### src/rtl/drive_pkg.sv
// -----------------------------------------------------------------------------
// drive_pkg
// Shared types and helpers for the drive arbiter:
//   dir_t            - 4-bit direction code understood by the motor driver
//   state_t          - arbiter FSM states
//   src_t            - active-source code reported on the src output
//   MAN_*            - Arduino manual drive byte values
//   man_byte_to_dir  - manual byte -> dir_t (unknown bytes map to STOP)
//   auto_code_to_dir - planner code -> dir_t (out-of-range codes map to STOP)
//   obstacle_filter  - suppresses forward-moving directions while blocked
// -----------------------------------------------------------------------------
package drive_pkg;

  typedef enum logic [3:0] {
    DIR_STOP  = 4'd0,
    DIR_FWD   = 4'd1,
    DIR_BWD   = 4'd2,
    DIR_LEFT  = 4'd3,
    DIR_RIGHT = 4'd4,
    DIR_LF    = 4'd5,
    DIR_RF    = 4'd6,
    DIR_LB    = 4'd7,
    DIR_RB    = 4'd8
  } dir_t;

  typedef enum logic [2:0] {
    ST_IDLE,
    ST_HANDOVER,
    ST_MANUAL,
    ST_AUTO,
    ST_TIMEOUT
  } state_t;

  typedef enum logic [1:0] {
    SRC_NONE   = 2'd0,
    SRC_MANUAL = 2'd1,
    SRC_AUTO   = 2'd2
  } src_t;

  localparam logic [7:0] MAN_STOP    = 8'h00;
  localparam logic [7:0] MAN_FWD     = 8'h01;
  localparam logic [7:0] MAN_FWD_ALT = 8'h0A;
  localparam logic [7:0] MAN_BWD     = 8'h04;
  localparam logic [7:0] MAN_LEFT    = 8'h02;
  localparam logic [7:0] MAN_RIGHT   = 8'h08;
  localparam logic [7:0] MAN_LF      = 8'h03;
  localparam logic [7:0] MAN_RF      = 8'h09;
  localparam logic [7:0] MAN_LB      = 8'h06;
  localparam logic [7:0] MAN_RB      = 8'h0C;

  function automatic dir_t man_byte_to_dir(input logic [7:0] b);
    dir_t d;
    case (b)
      MAN_FWD, MAN_FWD_ALT: d = DIR_FWD;
      MAN_BWD:              d = DIR_BWD;
      MAN_LEFT:             d = DIR_LEFT;
      MAN_RIGHT:            d = DIR_RIGHT;
      MAN_LF:               d = DIR_LF;
      MAN_RF:               d = DIR_RF;
      MAN_LB:               d = DIR_LB;
      MAN_RB:               d = DIR_RB;
      default:              d = DIR_STOP;
    endcase
    return d;
  endfunction

  function automatic dir_t auto_code_to_dir(input logic [3:0] c);
    dir_t d;
    if (c > 4'd8) d = DIR_STOP;
    else          d = dir_t'(c);
    return d;
  endfunction

  function automatic dir_t obstacle_filter(input dir_t d, input logic obs);
    dir_t r;
    r = d;
    if (obs && (d == DIR_FWD || d == DIR_LF || d == DIR_RF)) r = DIR_STOP;
    return r;
  endfunction

endpackage

### src/rtl/drive_watchdog.sv
// -----------------------------------------------------------------------------
// drive_watchdog
// Counts consecutive cycles without a kick while armed. Holding load_i clears
// the count (used while the arbiter is not in MANUAL, so every entry to
// MANUAL starts a fresh window). The counter saturates instead of wrapping.
// expire_o asserts in the TIMEOUT_CYCLES-th consecutive cycle without a kick,
// so the consumer changes state right after that many silent cycles. A kick
// in the same cycle masks expiry.
// Ports:
//   clk, rst_n  - clock, asynchronous active-low reset
//   load_i      - clear and hold the count (watchdog disarmed)
//   kick_i      - link activity; clears the count
//   expire_o    - silence window elapsed (combinational)
// -----------------------------------------------------------------------------
module drive_watchdog #(
  parameter int TIMEOUT_CYCLES = 5000000
) (
  input  logic clk,
  input  logic rst_n,
  input  logic load_i,
  input  logic kick_i,
  output logic expire_o
);

  localparam int WW = $clog2(TIMEOUT_CYCLES + 1);
  localparam logic [WW-1:0] CNT_MAX  = WW'(TIMEOUT_CYCLES);
  localparam logic [WW-1:0] CNT_LAST = WW'(TIMEOUT_CYCLES - 1);

  logic [WW-1:0] cnt_q, cnt_d;

  always_comb begin
    cnt_d = cnt_q;
    if (load_i || kick_i)    cnt_d = '0;
    else if (cnt_q != CNT_MAX) cnt_d = cnt_q + 1'b1;
  end

  always_ff @(posedge clk or negedge rst_n) begin
    if (!rst_n) cnt_q <= '0;
    else        cnt_q <= cnt_d;
  end

  assign expire_o = !load_i && !kick_i && (cnt_q >= CNT_LAST);

endmodule

### src/rtl/drive_arbiter.sv
// -----------------------------------------------------------------------------
// drive_arbiter
// Chooses between manual Arduino drive bytes and autonomous planner codes,
// inserting a brake interval (HANDOVER) on every source switch and stopping
// the robot when the manual link goes silent (TIMEOUT).
// Optional build macro: OBSTACLE_STOP_EN - while obstacle is high, FWD/LF/RF
// are replaced by STOP in MANUAL and AUTO. Without it, obstacle is ignored.
// Ports:
//   clk, rst_n          - clock, asynchronous active-low reset
//   manual_on           - 1 selects manual source, 0 selects autonomous
//   man_cmd, man_valid  - manual drive byte and its one-cycle strobe
//   auto_dir, auto_valid- planner direction code and its level qualifier
//   auto_ready          - high while in AUTO
//   obstacle            - obstacle-ahead flag
//   drive_dir, drive_en - direction and enable to the motor driver
//   src                 - active source: 0 none, 1 manual, 2 auto
//   fault               - manual watchdog expired
// All outputs are registered and track the registered state.
// -----------------------------------------------------------------------------
module drive_arbiter
  import drive_pkg::*;
#(
  parameter int HOLD_CYCLES    = 4,
  parameter int TIMEOUT_CYCLES = 5000000
) (
  input  logic       clk,
  input  logic       rst_n,
  input  logic       manual_on,
  input  logic [7:0] man_cmd,
  input  logic       man_valid,
  input  logic [3:0] auto_dir,
  input  logic       auto_valid,
  output logic       auto_ready,
  input  logic       obstacle,
  output logic [3:0] drive_dir,
  output logic       drive_en,
  output logic [1:0] src,
  output logic       fault
);

  localparam int HW = (HOLD_CYCLES > 1) ? $clog2(HOLD_CYCLES) : 1;
  localparam logic [HW-1:0] HOLD_LAST = HW'(HOLD_CYCLES - 1);

  state_t        state_q, state_d;
  logic          target_man_q, target_man_d;
  logic [HW-1:0] hold_q, hold_d;
  dir_t          dir_q, dir_d;
  logic          en_q, en_d;
  src_t          src_q, src_d;
  logic          fault_q, fault_d;
  logic          rdy_q, rdy_d;

  logic wd_load, wd_kick, wd_expire;
  logic obs_active;
  dir_t man_dir, auto_dir_s;

`ifdef OBSTACLE_STOP_EN
  assign obs_active = obstacle;
`else
  logic unused_obstacle;
  assign unused_obstacle = obstacle;
  assign obs_active      = 1'b0;
`endif

  assign man_dir    = man_byte_to_dir(man_cmd);
  assign auto_dir_s = auto_valid ? auto_code_to_dir(auto_dir) : DIR_STOP;

  // Watchdog only runs in MANUAL; a strobe arriving together with a
  // manual_on drop is discarded, so it must not count as a kick either.
  assign wd_load = (state_q != ST_MANUAL);
  assign wd_kick = man_valid && manual_on;

  drive_watchdog #(
    .TIMEOUT_CYCLES(TIMEOUT_CYCLES)
  ) u_wd (
    .clk     (clk),
    .rst_n   (rst_n),
    .load_i  (wd_load),
    .kick_i  (wd_kick),
    .expire_o(wd_expire)
  );

  always_comb begin
    state_d      = state_q;
    target_man_d = target_man_q;
    hold_d       = hold_q;
    dir_d        = dir_q;
    en_d         = 1'b0;
    src_d        = SRC_NONE;
    fault_d      = 1'b0;
    rdy_d        = 1'b0;

    case (state_q)
      ST_IDLE: begin
        state_d      = ST_HANDOVER;
        target_man_d = manual_on;
        hold_d       = '0;
      end
      ST_HANDOVER: begin
        // A change of mind restarts the full brake interval.
        if (manual_on != target_man_q) begin
          target_man_d = manual_on;
          hold_d       = '0;
        end else if (hold_q == HOLD_LAST) begin
          state_d = target_man_q ? ST_MANUAL : ST_AUTO;
        end else begin
          hold_d = hold_q + 1'b1;
        end
      end
      ST_MANUAL: begin
        if (!manual_on) begin
          state_d      = ST_HANDOVER;
          target_man_d = 1'b0;
          hold_d       = '0;
        end else if (man_valid) begin
          dir_d = man_dir;
        end else if (wd_expire) begin
          state_d = ST_TIMEOUT;
        end
      end
      ST_TIMEOUT: begin
        if (!manual_on) begin
          state_d      = ST_HANDOVER;
          target_man_d = 1'b0;
          hold_d       = '0;
        end else if (man_valid && (man_cmd == MAN_STOP)) begin
          state_d = ST_MANUAL;
        end
      end
      ST_AUTO: begin
        if (manual_on) begin
          state_d      = ST_HANDOVER;
          target_man_d = 1'b1;
          hold_d       = '0;
        end else begin
          dir_d = auto_dir_s;
        end
      end
      default: state_d = ST_IDLE;
    endcase

    // Outputs follow the state being entered so they line up with state_q.
    case (state_d)
      ST_MANUAL: begin
        en_d  = 1'b1;
        src_d = SRC_MANUAL;
        if (state_q != ST_MANUAL) dir_d = DIR_STOP;
        dir_d = obstacle_filter(dir_d, obs_active);
      end
      ST_AUTO: begin
        en_d  = 1'b1;
        src_d = SRC_AUTO;
        rdy_d = 1'b1;
        if (state_q != ST_AUTO) dir_d = DIR_STOP;
        dir_d = obstacle_filter(dir_d, obs_active);
      end
      ST_TIMEOUT: begin
        src_d   = SRC_MANUAL;
        fault_d = 1'b1;
        dir_d   = DIR_STOP;
      end
      default: dir_d = DIR_STOP;
    endcase
  end

  always_ff @(posedge clk or negedge rst_n) begin
    if (!rst_n) begin
      state_q      <= ST_IDLE;
      target_man_q <= 1'b0;
      hold_q       <= '0;
      dir_q        <= DIR_STOP;
      en_q         <= 1'b0;
      src_q        <= SRC_NONE;
      fault_q      <= 1'b0;
      rdy_q        <= 1'b0;
    end else begin
      state_q      <= state_d;
      target_man_q <= target_man_d;
      hold_q       <= hold_d;
      dir_q        <= dir_d;
      en_q         <= en_d;
      src_q        <= src_d;
      fault_q      <= fault_d;
      rdy_q        <= rdy_d;
    end
  end

  assign drive_dir  = dir_q;
  assign drive_en   = en_q;
  assign src        = src_q;
  assign fault      = fault_q;
  assign auto_ready = rdy_q;

endmodule

### config.mk
export PLATFORM = sky130hd
export DESIGN_NAME = drive_arbiter
export DESIGN_NICKNAME = d
export VERILOG_FILES = /design/src/rtl/drive_pkg.sv /design/src/rtl/drive_watchdog.sv /design/src/rtl/drive_arbiter.sv
export SDC_FILE = /design/constraint.sdc
export NUM_CORES = 1
export LEC_CHECK = 0
export BUFFER_PORTS_ARGS = -buffer_cell sky130_fd_sc_hd__buf_2
export CELL_PAD_IN_SITES_DETAIL_PLACEMENT = 0
export CELL_PAD_IN_SITES_GLOBAL_PLACEMENT = 1
export CORE_MARGIN = 2
export CORE_UTILIZATION = 47
export DETAILED_ROUTE_END_ITERATION = 6
export GPL_TIMING_DRIVEN = 0
export PLACE_DENSITY = 0.86
export SLEW_MARGIN = 20
export SYNTH_ARGS = -nofsm -noshare
export SYNTH_HDL_FRONTEND = slang
export SYNTH_SLANG_ARGS = --single-unit
### constraint.sdc
create_clock -name clk -period 5.1 [get_ports clk]
set_input_delay 0.255 -clock clk [delete_from_list [all_inputs] [get_ports clk]]
set_output_delay 0.255 -clock clk [all_outputs]
set_load 0.02 [all_outputs]
After elaboration in Yosys (flattened, before gate mapping)
Memory sizes are Yosys's and may differ from the RTL's.
Index checks and enable logic that the tools add are counted.
W data, S select, Z words.
{"block": "word_totals", "mem_bits_ro": 64, "latch_bits": 0, "mem_bits_rw": 0, "in_bits": 18, "mem_count": 1, "ff_bits": 38}
{"block": "classes", "n_addsub": 2, "shifts": 0, "n_bitwise": 0, "reduce_logical": 17, "n_div": 0, "n_mux": 35, "multipliers": 0, "n_eq_ne": 16, "n_lt_le_gt_ge": 2}
{"memory": "(no name shown)", "words": 16, "word_bits": 4, "read_ports": 1, "rd_clocked_by_memory_dff": 0, "wr": 0, "line": "drive_pkg.sv:53", "rtl": "case (b)"}
{"cell": "$mux W23", "count": 2}
{"cell": "$mux W4", "count": 8}
{"cell": "$mux W3", "count": 8}
{"cell": "$add A23 B1 Y23 const B", "count": 1}
{"cell": "$ge A23 B23 Y1 const B", "count": 1}
{"cell": "$ne A23 B23 Y1 const B", "count": 1}
{"cell": "$pmux W4 S2", "count": 2}
{"cell": "$pmux W3 S5", "count": 1}
{"cell": "$eq A3 B2 Y1 const B", "count": 4}
{"cell": "$logic_not A8 Y1", "count": 1}
{"cell": "$mux W2", "count": 4}
{"cell": "$pmux W2 S4", "count": 1}
{"cell": "$reduce_and A4 Y1", "count": 2}
{"cell": "$mux W1", "count": 7}
{"cell": "$eq A3 B3 Y1 const B", "count": 2}
{"cell": "$ne A2 B2 Y1 const B", "count": 3}
{"cell": "$ne A3 B2 Y1 const B", "count": 2}
{"cell": "$reduce_or A2 Y1", "count": 3}
{"cell": "$gt A4 B4 Y1 const B", "count": 1}
{"cell": "$logic_and A1 B1 Y1", "count": 4}
{"cell": "$logic_not A4 Y1", "count": 1}
{"cell": "$pmux W1 S4", "count": 1}
{"cell": "$pmux W2 S2", "count": 1}
{"cell": "$reduce_bool A4 Y1", "count": 1}
{"cell": "other kinds (9)", "count": 10}

Logic depth before layout (Yosys ltp)
Gate-level depths: netlist of the first run.
{"block": "depth", "ltp_word": 11, "depth_mapped": 6, "mapped_depth_nobuf": 6}

By module
From an unflattened synthesis of the first run, not the netlist that was laid out.
{"block": "unflattened", "cells_unflattened": 249, "area_unflattened_um2": 2314.7}
{"mod": "drive_watchdog", "instances": 1, "cells_each": 151, "area_each_um2": 1391.3}
{"mod": "drive_arbiter", "instances": 1, "cells_each": 98, "area_each_um2": 923.4}

Least setup slack after synthesis of the first run
No wires, ideal clock.
{"block": "synth_timing", "path_kind": "reg-to-reg", "startpoint": "register u_wd.cnt_q[15]", "endpoint": "register u_wd.cnt_q[1]", "period_less_slack_ps": 1782, "required_time_ps": 4968, "arrival_ps": 1650, "stages_incl_launch_ff": 6, "slack_ps": 3318, "setup_time_ps": 132, "path_cell_list": "dfrtp_1 or4_4 nor4_4 and3_2 mux2i_1 nor2_1"}
{"block": "synth_between", "elab_chain_cells": 2}
{"item": "start: declaration", "line": "drive_watchdog.sv:29", "rtl": "logic [WW-1:0] cnt_q, cnt_d;"}
{"item": "start signal: assignment", "line": "drive_watchdog.sv:39", "rtl": "else cnt_q <= cnt_d;"}
{"item": "$ne A23 B23 Y1", "line": "drive_watchdog.sv:34", "rtl": "else if (cnt_q != CNT_MAX) cnt_d = cnt_q + 1'b1;"}
{"item": "$reduce_bool A2 Y1 (no line)"}
No other way between the ends.
A chain may end at the register's enable or synchronous reset.

Final worst setup path of the first run
{"block": "layout_timing", "startpoint": "register u_wd.cnt_q[1]", "endpoint": "register u_wd.cnt_q[22]"}
{"block": "layout_between", "elab_chain_cells": 3}
{"item": "$add A23 B1 Y23", "line": "drive_watchdog.sv:34"}
{"item": "$mux W23", "line": "drive_watchdog.sv:34"}
{"item": "$mux W23", "line": "drive_watchdog.sv:33", "rtl": "if (load_i || kick_i) cnt_d = '0;"}
Parallel ways exist; a longest one is shown, timed or not. The select of a mux whose other input is x is not followed.

==> results.cfg, run 1 <==
[sta]
period_needed_ns = 2.17
setup-tns-final_ns = 0
worst_slew_pin_slew_ns = 0.852
timing.hold.ws_ns = 0.0696
period_share = 0.426
fin_skew_ns = 0.00493
grt_setup_unrepaired = no
slew_headroom = 0.432
setup_viol = 0
final_max_slew_viol_count = 0
hold_viol = 0
max_freq_ghz = 0.460

[final_layout]
seqCellArea_um2 = 951
num-nets-final = 290
fill_cells = 421
utilization = 0.553
synthToLayoutAreaGrowth_pct = 12.3
layout-drive-gt1-share = 0.175
finalNonFillerCells = 321
antenna_cells = 0
multiInputGateArea_mm2 = 0.00116

[clock_network]
cts_tree = yes
ctsHtreeMaxLevel = 2
clkSinkCount = 38
post_cts_resized = 0
clk_latency_ns = 0.29
clockRootBuffer = clkbuf_8
cts_buffers = 5
cts.clk_slew.worst_paths_ns = 0.07
hold_buffers = 0
cts_buffer_depth = 2
cts_setup_buffers = 0

[detailed_routing]
ant_nets = 0
vias = 1841
first_pass_iters = 4
via_per_inst = 5.74
drcViolationCount = 0
totalWireLength_mm = 4.56
wl_per_cell_um = 14.2
drt_iter0_markers = 115

[yosys]
synth_cell_types = 52
synth-seq-cells = 38
ys.warnings.count = 0
syn-instance-count = 237
synth.top_cells.by_count = 38 x dfrtp_1, 30 x nor2_1, 19 x a21oi_1
synthFlopType = dfrtp_1
ys_seq_area_frac = 0.437
synth_edf_count = 0
synth_top_cell_by_area = dfrtp_1
synth_most_common_cell = dfrtp_1
async_flop_share = 1.00
avgSynthCellArea_um2 = 9.18
synth_nets = 258
netlist_area_mm2 = 0.00217
synth.top_cell.area_share = 0.437
synth.top_cells.by_area = dfrtp_1 44%, nor2_1 5.2%, xnor2_1 4.4%

[floorplan]
coreArea_mm2 = 0.00441
die-area_mm2 = 0.00519
row_count = 24
fp.dieH_um = 72.0
initial_core_util = 0.493
fp.dieW_um = 72.0
io_pins = 27

[critical_path]
worstPathMaxFanout = 6
endpoint_kind = register
r2r_slack_ns = 2.93
start_kind = register
cpMostUsedCell = nand3_1
crit_type = register to register
critPathSlowestCell = nor4_1
critical_path_buf_inv_count = 0
rr_startpoint = u_wd.cnt_q[1]
r2r_end = u_wd.cnt_q[22]
reg2reg_depth = 6
cp.required_ns = 5.26
worstPathCellList = ha_1 -> nand3_1 -> nor4_1 -> nand3_1 -> xnor2_1 -> nor2_1
cp_top_family = simple AND/OR/NAND/NOR gates
critPathMaxStageDelay_ns = 0.75
cp.arrival_ns = 2.33

[power]
leakage_nw = 1.01
irDropWorstVdd_uv = 116
power_density_mw_per_mm2 = 251

[flow_run]
drv_cap = 0

[grt]
grt_pass1_vias = 1692
grt_usage = 0.192
grt_pass1_wl_mm = 7.82
grt_antenna_before_repair = 0
overflow = 0
grt_max_degree = 39

[place]
port_buffers = 25
routabilityCongestion = 0.768
post-place-cells = 314
dp_hpwl_mm = 3.33

[worst_hold_path]
hp-class = input pin to asynchronous set/reset pin

[outcome]
status = finished, final reports clean
[per-layer routing]
metal,global-route usage,share of wire,up-vias
met3,0.0292,0.034,7
li1,-,-,920
met1,0.287,0.50,872
met2,0.281,0.45,42
met5,0,0,-
met4,0.0755,0.014,0
[logic make-up after synthesis]
logic type | count (synthesis) | synth area share
multiplexers | 3 | 0.0150
XOR/XNOR | 18 | 0.0725
adder cells (fa/ha/maj) | 3 | 0.0173
AO/OA/AOI/OAI | 50 | 0.146
buffers and inverters | 16 | 0.0299
flip-flops | 38 | 0.437
AND/OR/NAND/NOR | 109 | 0.282
[worst max path at each step]
stage                        start        endpoint  slack [ns]  cells past startpoint
floorplan           u_wd.cnt_q[15]   u_wd.cnt_q[1]        3.32                      5
global placement     u_wd.cnt_q[1]  u_wd.cnt_q[22]        2.92                      6
detailed placement   u_wd.cnt_q[1]  u_wd.cnt_q[22]        2.92                      6
CTS                  u_wd.cnt_q[1]  u_wd.cnt_q[22]        2.90                      6
global route         u_wd.cnt_q[1]  u_wd.cnt_q[20]        2.70                      6
finish               u_wd.cnt_q[1]  u_wd.cnt_q[22]        2.93                      6
[final cells by class]
class                      count  area share
multi-input combinational    183       0.475
sequential                    38       0.390
timing repair buffer          25      0.0513
clock buffer                   7      0.0313
tap                           52      0.0267
inverter                       9      0.0138
buffer                         7      0.0128
[power breakdown]
group | internal (mW) | leakage, nW | switching (mW)
clock network | 0.0941 | 0.0383 | 0.0992
registers | 0.317 | 0.520 | 0.00908
logic | 0.0400 | 0.454 | 0.0531
[through the flow]
stage	setup WS, ns	power [mW]	area (um2)
after detailed placement	2.92	0.426	2360
after global routing	2.70	0.642	2440
after floorplan	3.32	0.391	2170
final	2.93	0.612	2440
after global placement	2.92	0.423	2360
after CTS	2.90	0.621	2440
[sequential cells by signal, indices dropped and copies added (netlist names)]
register and cells:
state_q 3, drive_en 1, src 2, drive_dir 4
hold_q 2, auto_ready 1, target_man_q 1, fault 1
u_wd.cnt_q 23
[layout by cell type (no fill, tap or decap), types with 4 or more instances in the layout]
master    count
nand4_1       4
xor2_1        7
o21ai_0      11
clkbuf_1      6
buf_2        26
inv_1         9
nor4_1        4
nand2_1      15
clkbuf_8      5
or3_1         7
dfrtp_1      38
nor3_1        6
xnor2_1      11
a21oi_1      19
nand3_1      14
nand2b_1      5
nor2_1       30
Power figures use the tool's default switching activity.
==> run 2, diff against run 1 <==
CORE_UTILIZATION = 44   (was 47)
PLACE_DENSITY = 0.81   (was 0.86)
clock period = 2.1 ns   (was 5.1 ns; I/O delays follow)
==> results.cfg, run 2 (synthesis gave the netlist of run 1 again) <==
[floorplan]
io_pins = 27
initial_core_util = 0.457
coreArea_mm2 = 0.00475
row_count = 25
die-area_mm2 = 0.00552
fp.dieH_um = 74.3
fp.dieW_um = 74.3

[place]
post-place-cells = 329
port_buffers = 25
dp_hpwl_mm = 3.26
dpl_cell_area_mm2 = 0.00238
routabilityCongestion = 0.781

[final_layout]
layout_commonest_cell = dfrtp_1
final_cell_mix = 38 x dfrtp_1, 30 x nor2_1, 26 x buf_2
utilization = 0.526
multiInputGateArea_mm2 = 0.00117
layout-drive-gt1-share = 0.188
finalNonFillerCells = 338
regMostFlops = u_wd.cnt_q
fill_cells = 470
final_area_mm2 = 0.00250
largest_reg_flops = 23
seqCellArea_um2 = 951
antenna_cells = 0
num-nets-final = 291
synthToLayoutAreaGrowth_pct = 15.0

[sta]
period_needed_ns = 1.91
setup_viol = 0
grt_setup_unrepaired = no
worst_slew_pin_slew_ns = 0.859
period_share = 0.909
slew_headroom = 0.427
max_freq_ghz = 0.524
timing.hold.ws_ns = 0.0621
hold_viol = 0
final_max_slew_viol_count = 0
fin_skew_ns = 0.00372

[detailed_routing]
wl_per_cell_um = 13.3
ant_nets = 0
vias = 1810
drcViolationCount = 0
first_pass_iters = 4
totalWireLength_mm = 4.49
via_per_inst = 5.36
drt_iter0_markers = 154

[clock_network]
cts_buffers = 5
cts_buffer_depth = 2
cts_setup_buffers = 0
clockRootBuffer = clkbuf_8
clk_latency_ns = 0.29
cts.clk_slew.worst_paths_ns = 0.07
cts_tree = yes
clkSinkCount = 38
ctsHtreeMaxLevel = 2

[power]
leakage_nw = 1.05
p_sw_frac = 0.262
power_frac_seq = 0.515
power_density_mw_per_mm2 = 614
p_sw_mw = 0.403
irDropWorstVdd_uv = 261
power.internal_mw = 1.13
pwr-share-clk = 0.337
comb_power_share = 0.148

[critical_path]
cp-startpoint = u_wd.cnt_q[15]
endpoint = drive_dir[2]
crit_type = register to register
r2r_slack_ns = 0.19
cp.arrival_ns = 2.08
rr_startpoint = u_wd.cnt_q[15]
endpoint_kind = register
reg2reg_depth = 5
cp.required_ns = 2.27
r2r_end = drive_dir[2]
worstPathMaxFanout = 7
start_kind = register

[grt]
overflow = 0
grt_pass1_wl_mm = 7.82
grt_antenna_before_repair = 0
grt_pass1_vias = 1667
grt_max_degree = 39
grt_usage = 0.183

[outcome]
status = finished, final reports clean

[worst_hold_path]
hp-class = input pin to register

[flow_run]
drv_cap = 0
run 2: cell types whose count changed in the layout (fill, tap and decap cells not counted), sizes merged:
cell,previous run,this run
buf,28,27
dlygate4sd3,0,1
clkinv,0,1
clkbuf,11,12
run 2: metal layers:
metal | up-vias | share of wire | GRT usage
li1 | 922 | - | -
met1 | 847 | 0.52 | 0.271
met2 | 35 | 0.43 | 0.270
met3 | 6 | 0.039 | 0.0366
met4 | 0 | 0.014 | 0.0595
met5 | - | 0 | 0
run 2: worst min path at each step:
| stage | start | slack, ns | cells past startpoint | endpoint |
|---|---|---|---|---|
| after floorplan | rst_n | -0.19 | 0 | auto_ready |
| after global placement | rst_n | 0.26 | 1 | u_wd.cnt_q[5] |
| after detailed placement | rst_n | 0.27 | 1 | u_wd.cnt_q[5] |
| after CTS | auto_dir[1] | 0.05 | 2 | drive_dir[1] |
| after global routing | auto_dir[0] | 0.08 | 3 | drive_dir[0] |
| final | auto_dir[1] | 0.06 | 2 | drive_dir[1] |
run 2: power by group through the flow:
stage	Combinational, mW	Clock [mW]	Sequential [mW]
floorplan	0.126	0	0.823
global placement	0.224	0	0.805
detailed placement	0.228	0	0.806
CTS	0.229	0.532	0.792
global route	0.259	0.559	0.795
finish	0.227	0.517	0.791
run 2: worst max-delay path, stage by stage (launching register included):
cell      delay [ns]
dfrtp_1         0.44
or3_1           0.39
a31o_2          0.25
a211oi_1        0.41
o21ba_2         0.25
a21oi_1         0.05
run 2: cell type report:
type,instances,area share
plain buffers,7,0.0130
clock buffers,7,0.0345
clock inverters,1,0.00200
inverters,9,0.0135
multi-input cells,183,0.469
flip-flops and latches,38,0.380
well taps,67,0.0335
repair buffers,26,0.0540
run 2: timing repair:
action / in CTS / in global routing
endpoints found under the setup margin: 3 / 10
resized for setup: 1 / 2
hold buffers: 1 / 0
hold endpoints to repair: 38 / 0
run 2: per-stage QoR:
step | TNS [ns] | power (mW) | setup slack [ns]
6_report | 0 | 1.54 | 0.192
5_1_grt | 0 | 1.61 | 0.00724
4_1_cts | 0 | 1.55 | 0.142
3_5_place_dp | -0.390 | 1.03 | -0.135
3_3_place_gp | -0.290 | 1.03 | -0.102
2_1_floorplan | 0 | 0.949 | 0.318
